===== config.mk =====
export PLATFORM = sky130hd
export DESIGN_NAME = decoder_scan_driver
export DESIGN_NICKNAME = d
export VERILOG_FILES = /design/src/rtl/decoder_scan_pkg.sv /design/src/rtl/decoder_scan_driver_dwell_timer.sv /design/src/rtl/decoder_scan_driver.sv
export SDC_FILE = /design/constraint.sdc
export NUM_CORES = 1
export LEC_CHECK = 0
export BUFFER_PORTS_ARGS = -buffer_cell sky130_fd_sc_hd__buf_2
export CORE_MARGIN = 5
export CORE_UTILIZATION = 36
export DETAILED_ROUTE_END_ITERATION = 10
export PLACE_DENSITY = 0.61
export SYNTH_ARGS = -nofsm -noshare
export SYNTH_HDL_FRONTEND = slang
export SYNTH_SLANG_ARGS = --single-unit

===== constraint.sdc =====
create_clock -name clk -period 1.97 [get_ports clk]
set_clock_uncertainty 0.1 [all_clocks]
set_input_delay 0.4925 -clock clk [delete_from_list [all_inputs] [get_ports clk]]
set_output_delay 0.4925 -clock clk [all_outputs]
set_load 0.1 [all_outputs]

===== src/rtl/decoder_scan_pkg.sv =====
// Shared types and helpers for the 2-to-4 decoder select sequencer.
package decoder_scan_pkg;

  typedef enum logic [1:0] {
    IDLE  = 2'd0,
    RUN   = 2'd1,
    PAUSE = 2'd2
  } scan_state_t;

  localparam int IDX_W = 2;
  localparam logic [IDX_W-1:0] IDX_FIRST_UP = 2'd0;
  localparam logic [IDX_W-1:0] IDX_FIRST_DN = 2'd3;

  // Two-bit arithmetic gives the 3->0 / 0->3 wrap for free.
  function automatic logic [IDX_W-1:0] next_idx(input logic [IDX_W-1:0] idx,
                                                 input logic             dir);
    return dir ? (idx - 2'd1) : (idx + 2'd1);
  endfunction

endpackage


===== src/rtl/decoder_scan_driver_dwell_timer.sv =====
// Dwell counter: counts while run is high, flags and self-clears on the last cycle of a dwell.
module dwell_timer #(
  parameter int DWELL_CYCLES = 4,
  parameter int CNT_W        = 8
) (
  input  logic clk,
  input  logic rst_n,
  input  logic clr,
  input  logic run,
  output logic expire
);

  localparam logic [CNT_W-1:0] LAST = CNT_W'(DWELL_CYCLES - 1);

  logic [CNT_W-1:0] cnt_q, cnt_d;

  assign expire = run && (cnt_q == LAST);

  always_comb begin
    cnt_d = cnt_q;
    if (clr) begin
      cnt_d = '0;
    end else if (run) begin
      cnt_d = expire ? '0 : cnt_q + CNT_W'(1);
    end
  end

  always_ff @(posedge clk) begin
    if (!rst_n) begin
      cnt_q <= '0;
    end else begin
      cnt_q <= cnt_d;
    end
  end

endmodule


===== src/rtl/decoder_scan_driver.sv =====
// Select-pair sequencer for the 2-to-4 NAND decoder: one-shot/continuous, up/down, pause/resume.
// Optional `DECODER_SCAN_STEP_EN adds a step input that single-steps the index while paused.
module decoder_scan_driver
  import decoder_scan_pkg::*;
#(
  parameter int DWELL_CYCLES = 4,
  parameter int CNT_W        = 8
) (
  input  logic clk,
  input  logic rst_n,
  input  logic en,
  input  logic start,
  input  logic stop,
  input  logic mode,
  input  logic dir,
`ifdef DECODER_SCAN_STEP_EN
  input  logic step,
`endif
  output logic a,
  output logic b,
  output logic sel_valid,
  output logic busy,
  output logic done
);

  if (DWELL_CYCLES < 1 || DWELL_CYCLES > (2 ** CNT_W) - 1) begin : g_bad_dwell
    $error("decoder_scan_driver: DWELL_CYCLES out of range 1..2^CNT_W-1");
  end

  scan_state_t      state_q, state_d;
  logic [IDX_W-1:0] idx_q, idx_d;
  logic             dir_q, dir_d;
  logic             mode_q, mode_d;
  logic             done_q, done_d;
  logic             sel_valid_q, busy_q;
  logic             tmr_clr, tmr_expire, step_w;
  logic [IDX_W-1:0] last_idx;

`ifdef DECODER_SCAN_STEP_EN
  assign step_w = step;
`else
  assign step_w = 1'b0;
`endif

  assign last_idx = dir_q ? IDX_FIRST_UP : IDX_FIRST_DN;

  dwell_timer #(
    .DWELL_CYCLES(DWELL_CYCLES),
    .CNT_W       (CNT_W)
  ) u_dwell_timer (
    .clk   (clk),
    .rst_n (rst_n),
    .clr   (tmr_clr),
    .run   (state_q == RUN),
    .expire(tmr_expire)
  );

  // The dwell keeps counting on the cycle en drops, so a paused index still
  // gets exactly DWELL_CYCLES valid cycles in total.
  always_comb begin
    state_d = state_q;
    idx_d   = idx_q;
    dir_d   = dir_q;
    mode_d  = mode_q;
    done_d  = 1'b0;
    tmr_clr = 1'b0;
    unique case (state_q)
      IDLE: begin
        if (start && en && !stop) begin
          state_d = RUN;
          idx_d   = dir ? IDX_FIRST_DN : IDX_FIRST_UP;
          dir_d   = dir;
          mode_d  = mode;
          tmr_clr = 1'b1;
        end
      end
      RUN: begin
        if (stop) begin
          state_d = IDLE;
          tmr_clr = 1'b1;
        end else if (tmr_expire && mode_q && idx_q == last_idx) begin
          state_d = IDLE;
          done_d  = 1'b1;
        end else begin
          if (tmr_expire) idx_d = next_idx(idx_q, dir_q);
          if (!en) state_d = PAUSE;
        end
      end
      PAUSE: begin
        if (stop) begin
          state_d = IDLE;
          tmr_clr = 1'b1;
        end else if (step_w) begin
          tmr_clr = 1'b1;
          if (mode_q && idx_q == last_idx) begin
            state_d = IDLE;
            done_d  = 1'b1;
          end else begin
            idx_d = next_idx(idx_q, dir_q);
          end
        end else if (en) begin
          state_d = RUN;
        end
      end
      default: begin
        state_d = IDLE;
        tmr_clr = 1'b1;
      end
    endcase
  end

  always_ff @(posedge clk) begin
    if (!rst_n) begin
      state_q     <= IDLE;
      idx_q       <= '0;
      dir_q       <= 1'b0;
      mode_q      <= 1'b0;
      done_q      <= 1'b0;
      sel_valid_q <= 1'b0;
      busy_q      <= 1'b0;
    end else begin
      state_q     <= state_d;
      idx_q       <= idx_d;
      dir_q       <= dir_d;
      mode_q      <= mode_d;
      done_q      <= done_d;
      sel_valid_q <= (state_d == RUN);
      busy_q      <= (state_d != IDLE);
    end
  end

  assign a         = idx_q[1];
  assign b         = idx_q[0];
  assign sel_valid = sel_valid_q;
  assign busy      = busy_q;
  assign done      = done_q;

endmodule


-- After elaboration in Yosys (flattened, before gate mapping)
Cells that the tools add are included.
- logic and storage cells: 56
- bits in registers: 17
- input port bits: 7
- output and inout bits: 5
- eq/ne operators: 9
- add/sub/neg operators: 3
- bitwise operators: 2
- muxes and demuxes: 20
- reductions and logical operators: 14
- operators with widths (cell ; number):
    2-bit two-way mux ; 13
    8-bit by 1-bit adder with 8-bit output, second input constant ; 1
    8-bit by 2-bit equality test with 1-bit output, second input constant ; 1
    8-bit two-way mux ; 1
    2-bit != test, second input constant ; 4
    2-bit one-hot mux with 3 select lines ; 1
    1-bit logical AND ; 5
    5-bit AND reduction ; 1
    2-bit by 1-bit equality test with 1-bit output, second input constant ; 2
    2-bit one-hot mux with 2 select lines ; 1
    2-bit nonzero test ; 2
    2-bit OR reduction ; 2
    1-bit two-way mux ; 3
    3-bit OR reduction ; 1
    2-bit by 1-bit adder with 2-bit output, second input constant ; 1
    2-bit equality test ; 1
    2-bit equality test, second input constant ; 1
    2-bit zero test ; 1
    1-bit inverter ; 2
    1-bit one-hot mux with 2 select lines ; 1
    2-bit AND reduction ; 1
    2-bit by 1-bit subtractor with 2-bit output, second input constant ; 1
    1-bit zero test ; 1

-- Longest topological paths before layout
Gate-level depths: netlist (run 1).
- depth in word-level cells: 8
- mapped depth: 7
- gate-level depth less buffers: 7

-- Modules after synthesis
From an unflattened synthesis (run 1), not the netlist that was laid out.
- cells, all modules: 113
- area total of the unflattened synthesis: 962.2 µm²
- by module, submodules not included (module ; cells an instance ; seq. area each (µm²) ; times used ; area an instance (µm²)):
    decoder_scan_driver ; 70 ; 180.2 ; 1 ; 564.3
    dwell_timer ; 43 ; 160.2 ; 1 ; 397.9

-- Worst setup path after synthesis (run 1)
Ideal clock, no wire load.
- kind: reg-to-reg
- start: reg idx_q[0]
- end: reg sel_valid_q, in the netlist sel_valid
- period minus slack after synthesis: 2296 ps
- path buffers: 0
- setup time: 115 ps
- path slack: -326 ps
- required time: 1755 ps
- arrival: 2081 ps
- stages on the path, launching flop included: 6
- path through: dfxtp_1 nand4b_1 a211o_1 a221oi_2 nor2_1 and2_1
- cells in the longest elaborated chain, start to end: 6
- ends and longest elaborated chain (item ; line ; text):
    from (decl) ; decoder_scan_driver.sv:31 ; logic [IDX_W-1:0] idx_q, idx_d;
    from (signal assigned) ; decoder_scan_driver.sv:123 ; idx_q <= idx_d;
    2-bit equality test ; n/a ;
    1-bit logical AND ; decoder_scan_driver.sv:81 ; end else if (tmr_expire && mode_q && idx_q == last_idx) begin
    2-bit two-way mux ; decoder_scan_driver.sv:81 ;
    2-bit two-way mux ; decoder_scan_driver.sv:78 ; if (stop) begin
    2-bit one-hot mux with 3 select lines ; decoder_scan_driver.sv:67 ; unique case (state_q)
    2-bit by 1-bit equality test with 1-bit output ; decoder_scan_driver.sv:127 ; sel_valid_q <= (state_d == RUN);
    to (signal assigned) ; decoder_scan_driver.sv:127 ;
    to (decl) ; decoder_scan_driver.sv:35 ; logic sel_valid_q, busy_q;
Every way passes these cells.
A chain may end at the register's enable or synchronous reset.

-- Worst setup path in the final report (run 1)
- start: reg u_dwell_timer.cnt_q[0]
- end: reg idx_q[0]
- cells in the longest elaborated chain, start to end: 6
- elaborated cells between the ends (all ways): 7
- classes of those cells: eq/ne: 3; reduce/logical: 4
- ends and longest elaborated chain (item ; line ; text):
    from (decl) ; decoder_scan_driver_dwell_timer.sv:15 ; logic [CNT_W-1:0] cnt_q, cnt_d;
    from (signal assigned) ; decoder_scan_driver_dwell_timer.sv:32 ; cnt_q <= cnt_d;
    8-bit by 2-bit equality test with 1-bit output (*) ; decoder_scan_driver_dwell_timer.sv:17 ; assign expire = run && (cnt_q == LAST);
    1-bit logical AND (*) ; decoder_scan_driver_dwell_timer.sv:17 ;
    1-bit logical AND (2 in series) ; decoder_scan_driver.sv:81 ;
    2-bit != test (no source line) ; n/a ;
    5-bit AND reduction (no source line) (*) ; n/a ;
Every way passes the cells marked *; elsewhere a longest branch is shown, timed or not.

==> key figures, run 1 <==
Status
  • Status: complete, but fails checks
  • Failing checks: negative setup slack

Cells and area
  • Antenna cells: 0
  • Fill count: 239
  • Fin cells: 161
  • Share of layout cells above drive strength 1: 40.5%
  • Nets: roughly 140
  • P&R area growth vs syn: 32.4%
  • Fin util: 49.9%

Placed design
  • I/O Buffers: 11
  • Number of instances in the placed design: 155
  • Post-DP HPWL: 1510 um
  • Gpl congestion: approximately 0.81

Synth
  • Mean Syn Cell Area: a little over 9 sq um
  • Ys Warns: 0
  • FF+latch count, synth: 17
  • Post-synth top cells: dfxtp_1, nor2_1, nand2_1, a21oi_1, xor2_1
  • Mapped Area: between 900 and 1000 sq um
  • Cell taking the most area after synthesis: dfxtp_1
  • EDFF count, synth: 0
  • Cells after Synth: 102
  • Post-synth net total: 114
  • Seq/Total Area, Yosys: ~36%
  • Synth Flop Type: dfxtp_1
  • Top cells by area, synth: dfxtp_1, ha_1, xor2_1
  • Distinct cell type count after synthesis: 34
  • Synth top area share: 36.5%
  • Asr flop ratio synth: 0%
  • Most frequent cell after synthesis: dfxtp_1

Worst setup path
  • WS Path Type: flop to flop
  • Register-to-Register Setup Slack: -0.12 ns
  • Worst setup SP type: flop
  • Worst path cell trace: ha_4, or4b_4, nor4_4, nand3_2, and3_4, o31a_1
  • Worst path max stage delay: between 0.4 and 0.5 ns
  • CP Capture Type: flop
  • CP arrival: between 2 and 2.5 ns
  • Worst r2r path cells: 6
  • Reg-to-Reg Start: u_dwell_timer.cnt_q[0]
  • Slowest CP cell: or4b_4
  • WP data required: 2.08 ns
  • Largest fanout on the critical path: 3
  • Reg2reg end: idx_q[0]

CTS
  • Sink Count: 17
  • Clk slew on worst S/H paths: 0.12 ns
  • CTS H-tree depth: 1
  • TritonCTS clock tree: built
  • CTS Hold Bufs: 0
  • Num CTS Buffers: 3
  • Clock root cell: clkbuf_4
  • Clk buf depth: 2
  • Clock latency at the later pin of the worst-skew pair: 0.30 ns

Pwr
  • Pleak: 0.517 nW
  • Pwr Total: 0.000686 W
  • Max IR drop VDD: 0.342 mV
  • Pwr dens: approximately 560 nW/um^2

Detailed routing
  • DRT iter0 DRCs: 10
  • Antenna-violating nets left: 0
  • DR WL/cell: ~13 um
  • 1st-pass router iterations: 4
  • Detailed Route WL: just over 2000 um
  • Vias: a little over 800
  • Drt drc: 0
  • Vias/cell: between 5 and 6

Job
  • Max_cap viols: 0

STA
  • Fmax: ~480 MHz
  • Slew HR: between 60% and 70%
  • Setup TNS: -0.563 ns
  • Final Max Tran Viols: 0
  • RSZ-0062 raised after global routing: yes
  • Measured slew at the worst slew-check pin: between 0.4 and 0.5 ns
  • Setup ws final: -0.123 ns
  • Final number of hold-violating endpoints: 0
  • Period utilization: 106%
  • Min Tclk post-route: roughly 2.1 ns
  • Final Setup Violations: 6

Die
  • Starting Density: ~38%
  • Row cnt: 18
  • Die Wd: 60.9 um
  • Die height: slightly above 60 um
  • DIE AREA: ~3700 sq um
  • Core footprint: roughly 2500 sq um
  • I/O Pins: 12

Worst hold path
  • Hold WC Path Type: input pin to flop
  • Hold Crit Depth: 3
  • Hold path startpoint: mode
  • Hold endpoint: mode_q

Global routing
  • Overall Global Routing Usage: 12.9%
  • Initial antenna violation count: 0
  • Total grt overflow: 0
  • Vias in the first global route: approximately 840
  • Largest net degree at the start of global routing: 15
  • Global-route wire length before repair: ~3500 um
## layer usage
metal	track usage, %	vias to the layer above	part of all wire, %	routed length [um]
met3	2.13	2	4.6	95
li1	-	418	-	-
met5	0	-	0	0
met4	5.57	0	0.88	18
met1	15.6	372	43	880
met2	22.3	23	52	1060
## worst max-delay path, delay by kind of cell, from the launching register on
kind / cells / cell delay (ns)
simple gates: 4 / 1.17
fa+ha+maj: 1 / 0.12
flops: 1 / 0.38
compound gates: 1 / 0.22
## sequential cells by signal, indices dropped and copies added (netlist names)
register             cells
state_q                  2
sel_valid                1
dir_q                    1
u_dwell_timer.cnt_q      8
busy                     1
done                     1
mode_q                   1
idx_q                    2
## how the worst max path moves through the flow
stage / startpoint / endpoint / slack, ns / cells after the start
floorplan: u_dwell_timer.cnt_q[1] / idx_q[0] / -0.02 / 6
global placement: u_dwell_timer.cnt_q[1] / busy / -0.06 / 6
detailed placement: u_dwell_timer.cnt_q[1] / busy / -0.06 / 6
CTS: u_dwell_timer.cnt_q[1] / idx_q[0] / -0.06 / 6
global route: u_dwell_timer.cnt_q[0] / sel_valid / -0.22 / 6
finish: u_dwell_timer.cnt_q[0] / idx_q[0] / -0.12 / 6
## cell families (layout without fill, tap and decap cells)
group / Yosys count / after routing / synth area share, %
AOI/OAI and AO/OA: 16 / 16 / 11.8
xor gates and xnor gates: 8 / 8 / 7.51
adders and majority gates: 5 / 5 / 6.70
buffers and inverters: 5 / 34 / 2.01
DFF: 17 / 17 / 36.5
muxes: 5 / 5 / 5.50
and+or+nand+nor: 46 / 46 / 30.0
## repair_timing
action,4_1_cts,5_1_grt
endpoints found under the setup margin,5,14
gates cloned,0,0
setup buffers,1,2
pin swaps,0,17
gates resized for setup,3,10
## power by group
part	switching, W	total (W)	internal, W
logic	0.0000840	0.000132	0.0000481
clock network	0.000120	0.000196	0.0000757
registers	0.00000734	0.000359	0.000351
total	0.000211	0.000686	0.000475
## placed cells by master (no fill, tap or decap), drive strengths merged, types with 2 or more instances in the layout
cell / count
xor2: 6
inv: 4
nand2: 10
nand2b: 4
a21o: 2
dfxtp: 17
xnor2: 2
or4b: 2
nand4: 3
ha: 5
nand3: 2
mux2i: 4
a21oi: 6
nor2: 11
clkbuf: 3
o21ai: 3
nor2b: 4
buf: 26
and3: 4
## layout make-up
class / count / area [sq um] / area share, %
multi-input combinational: 80 / 638 / 51.6
sequential: 17 / 350 / 28.3
timing repair buffer: 26 / 168 / 13.6
tap: 30 / 37.5 / 3.04
clock buffer: 3 / 22.5 / 1.82
inverter: 4 / 15.0 / 1.21
clock inverter: 1 / 5.00 / 0.405
## metrics by stage
| stage | hold WS, ns | setup WS [ns] | area (sq um) |
|---|---|---|---|
| after floorplan | 0.395 | -0.0164 | 956 |
| after global placement | 0.376 | -0.0631 | 1140 |
| after detailed placement | 0.402 | -0.0614 | 1140 |
| after CTS | 0.355 | -0.0591 | 1190 |
| after global routing | 0.354 | -0.221 | 1240 |
| final | 0.355 | -0.123 | 1240 |
Note: power is estimated with default switching activity, not from simulation.
==> inputs of run 2 (changes only) <==
Settings changed: CORE_UTILIZATION 36 to 49, PLACE_DENSITY 0.61 to 0.77.
==> key figures, run 2 (same netlist as run 1, synthesis figures left out) <==
Die
  • Core footprint: 1760 sq um (-29%)
  • Die height: 53.6 um (-12%)
  • Starting Density: 52.9% (+15 points)
  • I/O Pins: 12 (unchanged)
  • Die Wd: 53.6 um (-12%)
  • DIE AREA: 2880 sq um (-22%)
  • Row cnt: 15 (-3)

Detailed routing
  • 1st-pass router iterations: 4 (unchanged)
  • Detailed Route WL: 2110 um (+2.8%)
  • DRT iter0 DRCs: 19 (+9)
  • Vias: 845 (+3.7%)
  • Drt drc: 0 (unchanged)
  • DR WL/cell: 13.5 um (+6.1%)
  • Antenna-violating nets left: 0 (unchanged)
  • Vias/cell: 5.42 (+7.0%)

STA
  • Period utilization: 104% (-2.2 points)
  • Slew HR: 67.7% (about the same)
  • Setup TNS: -0.229 ns (+0.334 ns)
  • Final number of hold-violating endpoints: 0 (unchanged)
  • Fin Hold WS: 0.356 ns (+0.00139 ns)
  • Measured slew at the worst slew-check pin: 0.487 ns (-0.000810 ns)
  • Fmax: 488 MHz (+2.1%)
  • Min Tclk post-route: 2.05 ns (-0.0437 ns)
  • RSZ-0062 raised after global routing: yes
  • Final Max Tran Viols: 0 (unchanged)
  • Setup ws final: -0.0797 ns (+0.0437 ns)
  • Final Setup Violations: 4 (-2)

Cells and area
  • Biggest register: u_dwell_timer.cnt_q
  • Antenna cells: 0 (unchanged)
  • Sequential cell area: 353 sq um (+0.71%)
  • Number of flip-flops in the largest register: 8 (unchanged)
  • P&R area growth vs syn: 29.9%
  • Multi-input gate area: 618 sq um (-3.1%)
  • Most frequent cells in the layout: buf_4, nor2_1, dfxtp_1, buf_2, nand2_1
  • Share of layout cells above drive strength 1: 38.9% (-1.5 points)
  • Most common cell after layout, fill and taps aside: buf_4
  • Fill count: 148 (-38%)
  • Top flop regs: u_dwell_timer.cnt_q x8, idx_q x2, state_q x2
  • Nets: 144 (unchanged)

Worst setup path
  • Reg-to-Reg Start: u_dwell_timer.cnt_q[0]
  • Register-to-Register Setup Slack: -0.08 ns (+0.04 ns)
  • Worst path max stage delay: 0.47 ns (about the same)
  • Worst path depth: 6 (unchanged)
  • CP startpoint: u_dwell_timer.cnt_q[0]
  • CP Capture Type: flop
  • CP endpoint: sel_valid
  • CP bufs+invs: 0 (unchanged)
  • CP top delay family: simple AND/OR/NAND/NOR gates
  • Worst r2r path cells: 6 (unchanged)
  • WP data required: 2.07 ns (about the same)
  • Reg2reg end: sel_valid
  • Worst path cell trace: ha_4, or4b_4, a211o_1, a221oi_2, nor2_1, and2_1
  • Slowest CP cell: or4b_4
  • Worst setup SP type: flop
  • Largest fanout on the critical path: 2 (-1)
  • WS Path Type: flop to flop
  • CP arrival: 2.15 ns (-0.05 ns)

Global routing
  • Vias in the first global route: 854 (+2.0%)
  • Initial antenna violation count: 0 (unchanged)
  • Largest net degree at the start of global routing: 15 (unchanged)
  • Global-route wire length before repair: 3620 um (+2.1%)
  • Overall Global Routing Usage: 17.4% (+4.6 points)
  • Total grt overflow: 0 (unchanged)

CTS
  • TritonCTS clock tree: built
  • Sink Count: 17 (unchanged)
  • Clock root cell: clkbuf_4
  • Clock latency at the later pin of the worst-skew pair: 0.29 ns (about the same)
  • Num CTS Buffers: 3 (unchanged)
  • CTS H-tree depth: 1 (unchanged)
  • Clk slew on worst S/H paths: 0.10 ns (-0.02 ns)
  • Clk buf depth: 2 (unchanged)

Placed design
  • Worst slack, placed: -0.0774 ns (-0.0160 ns)
  • Gpl congestion: 0.873 (+7.7%)
  • Post-DP HPWL: 1470 um (-2.4%)
  • I/O Buffers: 11 (unchanged)

Pwr
  • Max IR drop VDD: 0.504 mV (+48%)
  • Pleak: 0.526 nW (+1.6%)
  • Pwr dens: 556 nW/um^2 (+0.20%)
  • Pwr Total: 0.000675 W (-1.7%)

Job
  • Max_cap viols: 0 (unchanged)

Status
  • Failing checks: negative setup slack
  • Status: complete, but fails checks

Worst hold path
  • Hold WC Path Type: input pin to flop
run 2: cell type report:
class                   count  share of cell area, %
inverters                   4                   1.24
repair buffers             26                   13.8
multi-input cells          80                   51.0
flip-flops and latches     17                   29.1
clock buffers               3                   1.86
clock inverters             1                  0.413
well taps                  25                   2.58
run 2: metal layers:
layer,GRT usage (%),vias up,wire length [um]
li1,-,416,-
met1,18.7,393,808
met2,32.2,34,1140
met3,5.82,2,148
met4,4.68,0,13
met5,0,-,0
run 2: worst min path at each step:
stage | startpoint | endpoint | slack (ns) | cells after the start
after floorplan | u_dwell_timer.cnt_q[5] | u_dwell_timer.cnt_q[5] | 0.39 | 2
after global placement | idx_q[1] | idx_q[1] | 0.38 | 2
after detailed placement | idx_q[1] | idx_q[1] | 0.38 | 2
after CTS | mode | mode_q | 0.36 | 3
after global routing | dir | dir_q | 0.37 | 3
final | mode | mode_q | 0.36 | 3
run 2: tightest hold or removal path: cells and delay by family:
kind                   cells  cell delay [ns]
and+or+nand+nor            1             0.10
buffers and inverters      1             0.07
muxes                      1             0.06
run 2: stage by stage:
stage                     util (%)  cells  cell area, sq um
after detailed placement      64.0    149              1130
final                         68.7    156              1210
after global routing          68.7    156              1210
after CTS                     66.9    155              1180
after global placement        64.0    149              1130
after floorplan                  -    102               956
run 2: repair_timing:
action                                  CTS  global route
pin swaps                                 6             7
hold buffers                              0             0
setup buffers                             2             1
resized for setup                         3             7
endpoints found under the setup margin    5            12
run 2: power breakdown:
part	leakage, nW	internal, W	switching, W
sequential	0.141	0.000352	0.00000794
combinational	0.367	0.0000464	0.0000816
clock	0.0177	0.0000756	0.000111
total	0.526	0.000474	0.000201
